## src/rtl/hier_leaf_pkg.sv

```systemverilog
// Shared constants and helpers for the hierarchy leaf FIFO.
//   LEAF_DATA_W : default payload width
//   LEAF_DEPTH  : default storage depth (power of two)
//   ptr_w()     : pointer width for a given depth
package hier_leaf_pkg;

  localparam int LEAF_DATA_W = 8;
  localparam int LEAF_DEPTH  = 4;

  function automatic int ptr_w(input int depth);
    return $clog2(depth);
  endfunction

endpackage

```

## src/rtl/hier_leaf_fifo_if.sv

```systemverilog
// Valid/ready stream bundle used on both sides of the leaf FIFO.
//   valid : source presents data
//   ready : sink accepts this cycle
//   data  : payload
// master drives valid/data, slave drives ready.
interface hier_leaf_fifo_if
  import hier_leaf_pkg::*;
#(
  parameter int DATA_W = LEAF_DATA_W
);

  logic              valid;
  logic              ready;
  logic [DATA_W-1:0] data;

  modport master (output valid, output data, input  ready);
  modport slave  (input  valid, input  data, output ready);

endinterface

```

## src/rtl/hier_leaf_ptr.sv

```systemverilog
// Wrapping pointer counter for the leaf FIFO.
//   clk : clock
//   rst : synchronous active-high reset to 0
//   clr : synchronous clear to 0 (flush)
//   inc : advance by one, wrapping at 2**W-1 -> 0
//   q   : current pointer value
module hier_leaf_ptr #(
  parameter int W = 2
) (
  input  logic         clk,
  input  logic         rst,
  input  logic         clr,
  input  logic         inc,
  output logic [W-1:0] q
);

  // NOTE: sequential state uses non-blocking assignments so every flop
  // samples pre-edge values, independent of block ordering.
  always_ff @(posedge clk) begin
    if (rst || clr) begin
      q <= '0;
    end else if (inc) begin
      q <= q + 1'b1;
    end
  end

endmodule

```

## src/rtl/hier_leaf_fifo.sv

```systemverilog
// First-word-fall-through FIFO decoupling two sibling leaf streams.
//   clk    : sole clock
//   rst    : synchronous active-high reset (wins over flush)
//   flush  : synchronous clear of pointers and occupancy
//   in_s   : producer stream (slave side: FIFO drives ready)
//   out_m  : consumer stream (master side: FIFO drives valid/data)
//   count  : occupancy 0..DEPTH
//   full   : count == DEPTH
//   empty  : count == 0
// in_ready depends only on registered state, so there is no combinational
// path from out_m.ready to in_s.ready.
module hier_leaf_fifo
  import hier_leaf_pkg::*;
#(
  parameter int DATA_W = LEAF_DATA_W,
  parameter int DEPTH  = LEAF_DEPTH
) (
  input  logic                       clk,
  input  logic                       rst,
  input  logic                       flush,
  hier_leaf_fifo_if.slave            in_s,
  hier_leaf_fifo_if.master           out_m,
  output logic [$clog2(DEPTH+1)-1:0] count,
  output logic                       full,
  output logic                       empty
);

  localparam int PW = ptr_w(DEPTH);
  localparam int CW = $clog2(DEPTH+1);

  logic [DATA_W-1:0] mem [DEPTH];
  logic [PW-1:0]     wr_ptr;
  logic [PW-1:0]     rd_ptr;
  logic [PW-1:0]     occ_diff;
  logic              rst_q;
  logic              clr;
  logic              push;
  logic              pop;

  assign clr   = rst || flush;
  assign full  = (count == CW'(DEPTH));
  assign empty = (count == '0);

  // rst_q keeps the producer out for one cycle after reset releases.
  assign in_s.ready  = !full && !rst_q;
  assign out_m.valid = !empty;
  assign out_m.data  = mem[rd_ptr];

  // Handshakes in a reset/flush cycle are discarded entirely.
  assign push = in_s.valid && in_s.ready && !clr;
  assign pop  = out_m.valid && out_m.ready && !clr;

  always_ff @(posedge clk) begin
    rst_q <= rst;
  end

  hier_leaf_ptr #(.W(PW)) u_wr_ptr (
    .clk (clk),
    .rst (rst),
    .clr (flush),
    .inc (push),
    .q   (wr_ptr)
  );

  hier_leaf_ptr #(.W(PW)) u_rd_ptr (
    .clk (clk),
    .rst (rst),
    .clr (flush),
    .inc (pop),
    .q   (rd_ptr)
  );

  // NOTE: storage has no reset; only pointers and count define validity,
  // so stale words are never observable while out_valid is high.
  always_ff @(posedge clk) begin
    if (push) begin
      mem[wr_ptr] <= in_s.data;
    end
  end

  always_ff @(posedge clk) begin
    if (clr) begin
      count <= '0;
    end else begin
      case ({push, pop})
        2'b10:   count <= count + 1'b1;
        2'b01:   count <= count - 1'b1;
        default: count <= count;
      endcase
    end
  end

  assign occ_diff = wr_ptr - rd_ptr;

  a_no_push_full: assert property (@(posedge clk) disable iff (rst)
    !(push && full)) else $error("push while full");

  a_no_pop_empty: assert property (@(posedge clk) disable iff (rst)
    !(pop && empty)) else $error("pop while empty");

  // Pointers alias when full, so full is checked by pointer equality.
  a_count_ptrs: assert property (@(posedge clk) disable iff (rst)
    full ? (wr_ptr == rd_ptr) : (count == CW'(occ_diff)))
    else $error("count inconsistent with pointers");

endmodule

```

## src/flat_wrapper.sv

```systemverilog
// flat-port wrapper written by rule: the top's interface ports become plain ports
module hier_leaf_fifo_flat import hier_leaf_pkg::*;
#(
  parameter int DATA_W = LEAF_DATA_W,
  parameter int DEPTH  = LEAF_DEPTH
)
  (clk, rst, flush, count, full, empty, in_s_valid, in_s_data, in_s_ready, out_m_valid, out_m_data, out_m_ready);
  hier_leaf_fifo_if #(.DATA_W(DATA_W)) in_s_i ();
  hier_leaf_fifo_if #(.DATA_W(DATA_W)) out_m_i ();
  input  logic clk;
  input  logic rst;
  input  logic flush;
  output logic [$clog2(DEPTH+1)-1:0] count;
  output logic full;
  output logic empty;
  input wire logic [$bits(in_s_i.valid)-1:0] in_s_valid;
  input wire logic [$bits(in_s_i.data)-1:0] in_s_data;
  output wire logic [$bits(in_s_i.ready)-1:0] in_s_ready;
  output wire logic [$bits(out_m_i.valid)-1:0] out_m_valid;
  output wire logic [$bits(out_m_i.data)-1:0] out_m_data;
  input wire logic [$bits(out_m_i.ready)-1:0] out_m_ready;
  assign in_s_i.valid = in_s_valid;
  assign in_s_i.data = in_s_data;
  assign in_s_ready = in_s_i.ready;
  assign out_m_valid = out_m_i.valid;
  assign out_m_data = out_m_i.data;
  assign out_m_i.ready = out_m_ready;
  hier_leaf_fifo #(.DATA_W(DATA_W), .DEPTH(DEPTH)) u_core (.clk(clk), .rst(rst), .flush(flush), .in_s(in_s_i), .out_m(out_m_i), .count(count), .full(full), .empty(empty));
endmodule
```

## config.mk

```make
export PLATFORM = sky130hd
export DESIGN_NAME = hier_leaf_fifo_flat
export DESIGN_NICKNAME = d
export VERILOG_FILES = /design/src/rtl/hier_leaf_pkg.sv /design/src/rtl/hier_leaf_fifo_if.sv /design/src/rtl/hier_leaf_ptr.sv /design/src/rtl/hier_leaf_fifo.sv /design/src/flat_wrapper.sv
export SDC_FILE = /design/constraint.sdc
export NUM_CORES = 1
export LEC_CHECK = 0
export CAP_MARGIN = 30
export CORE_MARGIN = 2
export CORE_UTILIZATION = 55
export CTS_CLUSTER_SIZE = 25
export DETAILED_ROUTE_END_ITERATION = 16
export PLACE_DENSITY = 0.8
export SLEW_MARGIN = 10
export SYNTH_ARGS = -nofsm -noshare
export SYNTH_HDL_FRONTEND = slang
export SYNTH_HIERARCHICAL = 1
export SYNTH_SLANG_ARGS = --single-unit
```

## constraint.sdc

```tcl
create_clock -name clk -period 6.86 [get_ports clk]
set_clock_uncertainty 0.15 [all_clocks]
set_input_delay 1.372 -clock clk [delete_from_list [all_inputs] [get_ports clk]]
set_output_delay 1.372 -clock clk [all_outputs]
set_load 0.02 [all_outputs]
```

; ---- Word level (Yosys, flattened, before mapping)
; Memory sizes are Yosys's and may differ from the RTL's. A register that Yosys moved wholly into a read port is not among the register bits.
; Cells that the tools add are included.
[word_totals]
ram_bits = 32
memories = 1
in_bits = 13
latch_bits = 0
rom_bits = 0
out_inout_bits = 15
wordCells = 29
reg_bits = 8
[op_classes]
order_cmp = 0
add_sub_neg = 4
n_mux = 5
shifts = 0
multipliers = 0
n_reduce_logical = 12
bitwise = 0
div = 0
eq_ne = 3
[mem_list]
columns = memory, depth, width, read_ports, rd_clocked_by_memory_dff, write_ports, line
row1 = u_core.mem, 4, 8, 1, 1, 1, hier_leaf_fifo.sv:31  ; logic [DATA_W-1:0] mem [DEPTH];
[op_table]
columns = operator, n
row1 = $pmux 3 s2, 1
row2 = $logic_and 1x1->1, 5
row3 = $add 2x1->2 const B, 2
row4 = $logic_not 1->1, 4
row5 = $mux 2, 2
row6 = $add 3x1->3 const B, 1
row7 = $eq 3x3->1 const B, 1
row8 = $logic_not 3->1, 1
row9 = $sub 3x1->3 const B, 1
row10 = $eq 2x1->1 const B, 1
row11 = $eq 2x2->1 const B, 1
row12 = $mux 1, 2
row13 = $reduce_bool 2->1, 1
row14 = $logic_or 1x1->1, 1

; ---- Logic depth before layout (Yosys ltp)
[depth]
word_depth = 7
mapped_depth = 9
depth_no_buf = 9

; ---- Hierarchy
; The synthesis kept the hierarchy.
[modules_own_cells]
columns = mod, area_each_um2, cells_each, instances
row1 = hier_leaf_fifo, 1432.6, 74, 1
row2 = hier_leaf_ptr, 83.8, 7, 2

; ---- Worst setup path after synthesis
; Ideal clock, no wire load.
[synth_timing]
path_type = input -> register
from = input port flush
to = register u_core.count[2]
path_slack_ps = 3400
setup_time_ps = 70
path_stages = 8
t_arrival_ps = 3241
required_ps = 6640
cell_sequence = or2_4 > nor3b_1 > ha_1 > inv_1 > fa_1 > xor2_1 > or3_1 > a21oi_1
[synth_between]
elab_chain_cells = 5
word_cells_on_any_way = 8
classes_between = 2 x eq/ne / 1 x mux / 5 x reduce/logical
[synth_rtl]
columns = element, line
row1 = "start, declared", flat_wrapper.sv:12  ; input logic flush;
row2 = $logic_or 1x1->1 (*), hier_leaf_fifo.sv:40  ; assign clr = rst || flush;
row3 = $logic_not 1->1 (*), hier_leaf_fifo.sv:51  ; assign pop = out_m.valid && out_m.ready && !clr;
row4 = $logic_and 1x1->1 (*), hier_leaf_fifo.sv:51
row5 = named net u_core.pop, hier_leaf_fifo.sv:38  ; logic pop;
row6 = $eq 2x1->1 or $eq 2x2->1 (tied branches), hier_leaf_fifo.sv:85  ; case ({push, pop})
row7 = $pmux 3 s2 or $reduce_bool 2->1 (tied branches), n/a
row8 = "end signal, assigned", hier_leaf_fifo.sv:86  ; 2'b10: count <= count + 1'b1;
row9 = "end signal, assigned", hier_leaf_fifo.sv:87  ; 2'b01: count <= count - 1'b1;
row10 = "end signal, assigned", hier_leaf_fifo.sv:88  ; default: count <= count;
row11 = "end, declared", hier_leaf_fifo.sv:23  ; output logic [$clog2(DEPTH+1)-1:0] count,
; Mark *: on every way through the listed nets, which the timed path passes. The rest lies on a longest branch.
; A chain may end at the register's enable or synchronous reset.

; ---- Worst setup path after layout
[layout_timing]
from = input port rst
to = register u_core.count[2]
[layout_between]
elab_chain_cells = 5
word_cells_on_any_way = 8
classes_between = 2 x eq/ne / 1 x mux / 5 x reduce/logical
[layout_rtl]
columns = element, line
row1 = "start, declared", flat_wrapper.sv:11  ; input logic rst;
row2 = $logic_or 1x1->1 (*), hier_leaf_fifo.sv:40
row3 = $logic_not 1->1 (*), hier_leaf_fifo.sv:51
row4 = $logic_and 1x1->1 (*), hier_leaf_fifo.sv:51
row5 = named net u_core.pop, hier_leaf_fifo.sv:38
row6 = $eq 2x1->1 or $eq 2x2->1 (tied branches), hier_leaf_fifo.sv:85
row7 = $pmux 3 s2 or $reduce_bool 2->1 (tied branches), n/a
; Marked as above.

==> impl_metrics.ini <==
[outcome]
status = complete, no violations

[sta]
worstMarginPinSlew_ns = 0.776
fin_crit_ns = 3.86
fin_crit_sh_pct = 56.3
hold_slack_ns = 0.392
rsz0062_at_grt = false
finalSetupViolations = 0
finalHoldViolations = 0
relSlewSlack_pct = 48.1
finalMaxSlewViolations = 0
fin_tns_setup_ns = 0
fmax_mhz = 259

[worst_setup_path]
crit_path_start_kind = input port
worst-setup-path-type = in -> reg
arrival_ns = 4.00
critPathMaxStageDelay_ns = 0.51
crit_slowest_cell = clkdlybuf4s50_1
end_kind = register
path_max_fanout = 6
cp_data_required_time_ns = 6.99
path_cells = clkdlybuf4s50_1 -> or2_4 -> nor3b_1 -> ha_1 -> inv_1 -> fa_1 -> xor2_1 -> or3_1 -> a21oi_1

[clock_tree]
cts_tree = built
cts_made_buffers = 5
cts-hold-fix-buffers = 0
cts-root-buf = clkbuf_4
cts_resized = 0
postCtsSetupRepairBufs = 0
worstSkewPairLatency_ns = 0.35
cts.reportedPaths.clkPinSlew_ns = 0.11
cts.path.max_buffers = 2
clock_sinks = 40
cts.htree.levels = 2

[synthesis]
ys_warn_count = 6
synth_cell_types = 24
syn_inst = 88
synth-seq-area-share_pct = 70.1
syn_avg_cell_area_sq_um = 18.2
syn_area_sq_mm = 0.00160
yosys_register_bits = 40
syn-num-nets = 103

[finish]
ff_latch_area_sq_mm = 0.00112
area_delta_synth_final_pct = 24.5
most-common-layout-cells = edfxtp_1 (32), clkdlybuf4s50_1 (27), mux4_2 (8), dfxtp_1 (8)
drive_above_1_share_pct = 19.8
antenna_cells = 0
fin_area_sq_mm = 0.00199
finalNonFillerCells = 152
num-fill-cells = 184
final_common_cell = edfxtp_1
multi_input_area_sq_um = 440
fin_nets = 135

[placement]
dp_hpwl_microns = 1750
place_inst = 144
placement.io_buffers = 27
gp_congestion = 0.744
placed_cell_area_sq_mm = 0.00190

[floorplan]
row_count = 19
die_x_microns = 57.9
core_area_sq_mm = 0.00276
num_io_pins = 28
dieArea_sq_mm = 0.00336
start_util_pct = 58.0
die_h_microns = 57.9

[detailed_routing]
drtAntennaViolNets = 0
drc = 0
wire_per_inst_microns = 17.6
vias = 846
routed_wl_microns = 2670
drtIter0Drc = 14
drtPass1Iterations = 4
viasPerCell = 5.57

[power_and_ir_drop]
leakage_nw = 0.626
pwr_density_cell_mw_per_mm2 = 227
ir_drop_mv = 0.209

[global_routing]
antenna_found_initial = 0
grt_pass1_wl_microns = 4110
grt_usage_pct = 18.0
grt_pass1_vias = 855
grt_start_max_net_pins = 13
overflow = 0

[job]
cap_viol_max_count = 0

[worst_hold_path]
min_path_type = reg -> reg
==> metrics by stage <==
step,power [mW],setup slack (ns),util [%]
after detailed placement,0.288,2.66,68.8
after global placement,0.287,2.80,68.8
after floorplan,0.275,3.40,-
final,0.453,3.00,72.2
after CTS,0.456,3.00,72.2
after global routing,0.469,2.89,72.2
==> power by group <==
part	leakage, nW	total, mW	switching [mW]	internal [mW]
combinational	0.221	0.0190	0.00817	0.0108
clock	0.0515	0.171	0.0739	0.0967
sequential	0.353	0.263	0.000701	0.263
==> final timing paths <==
path	end	startpoint	cells past startpoint	slack, ns
setup / recovery	u_core/count[2]	rst	9	3.00
hold / removal	u_core/count[2]	u_core/count[2]	2	0.39
setup reg to reg	u_core/count[2]	u_core/count[0]	9	4.18
hold reg to reg	u_core/count[2]	u_core/count[2]	2	0.39
==> area by class of cell <==
cell class | count | area share (%)
Tap cell | 31 | 1.95
Sequential cell | 40 | 56.3
Timing Repair Buffer | 28 | 13.9
Clock buffer | 7 | 3.27
Multi-Input combinational cell | 40 | 22.1
Inverter | 5 | 0.942
Clock inverter | 1 | 1.51
==> critical path: cells and delay by family <==
family / cells / cell delay [ns]
buffers and inverters: 2 / 0.59
xor gates and xnor gates: 1 / 0.16
AOI/OAI and AO/OA: 1 / 0.14
and+or+nand+nor: 3 / 1.04
adders and majority gates: 2 / 0.69
==> flip-flops by register name (all words and copies together), names as in the netlist <==
name / flops
u_core/count: 3
u_core/rst_q: 1
u_core/mem: 32
u_core/u_wr_ptr/q: 2
u_core/u_rd_ptr/q: 2
==> synth_stat cells (all sizes together) <==
master   n  share of area (%)
or4b     1               0.86
edfxtp  32                 60
or3      2               0.78
nand2    1               0.23
buf      3                1.3
nand3b   2               0.94
xnor2    2                1.1
dfxtp    8                 10
a21oi    2               0.63
o21ai    1               0.31
a211oi   2                1.6
nor3     3               0.94
ha       1               0.78
inv      5                1.2
or2      1               0.55
nor2     5                1.2
fa       1                1.3
mux4     8                 11
xor2     2                1.1
nor3b    4                2.8
a21bo    2                1.3
==> layer usage <==
layer  up-vias  track usage, %  part of all wire (%)
met5         -               0                     0
met4         0            6.98                   2.0
met3         5            6.25                   4.9
met2        18            30.7                    54
met1       416            20.9                    39
li1        407               -                     -
==> logic make-up after synthesis <==
group,Yosys count,synth area share [%]
AND/OR/NAND/NOR,19,8.29
AO/OA/AOI/OAI,7,3.75
buffers and inverters,8,2.42
multiplexers,8,11.3
adder cells (fa/ha/maj),2,2.03
XOR/XNOR,4,2.19
flip-flops,40,70.1
Note: power is estimated with default switching activity, not from simulation.
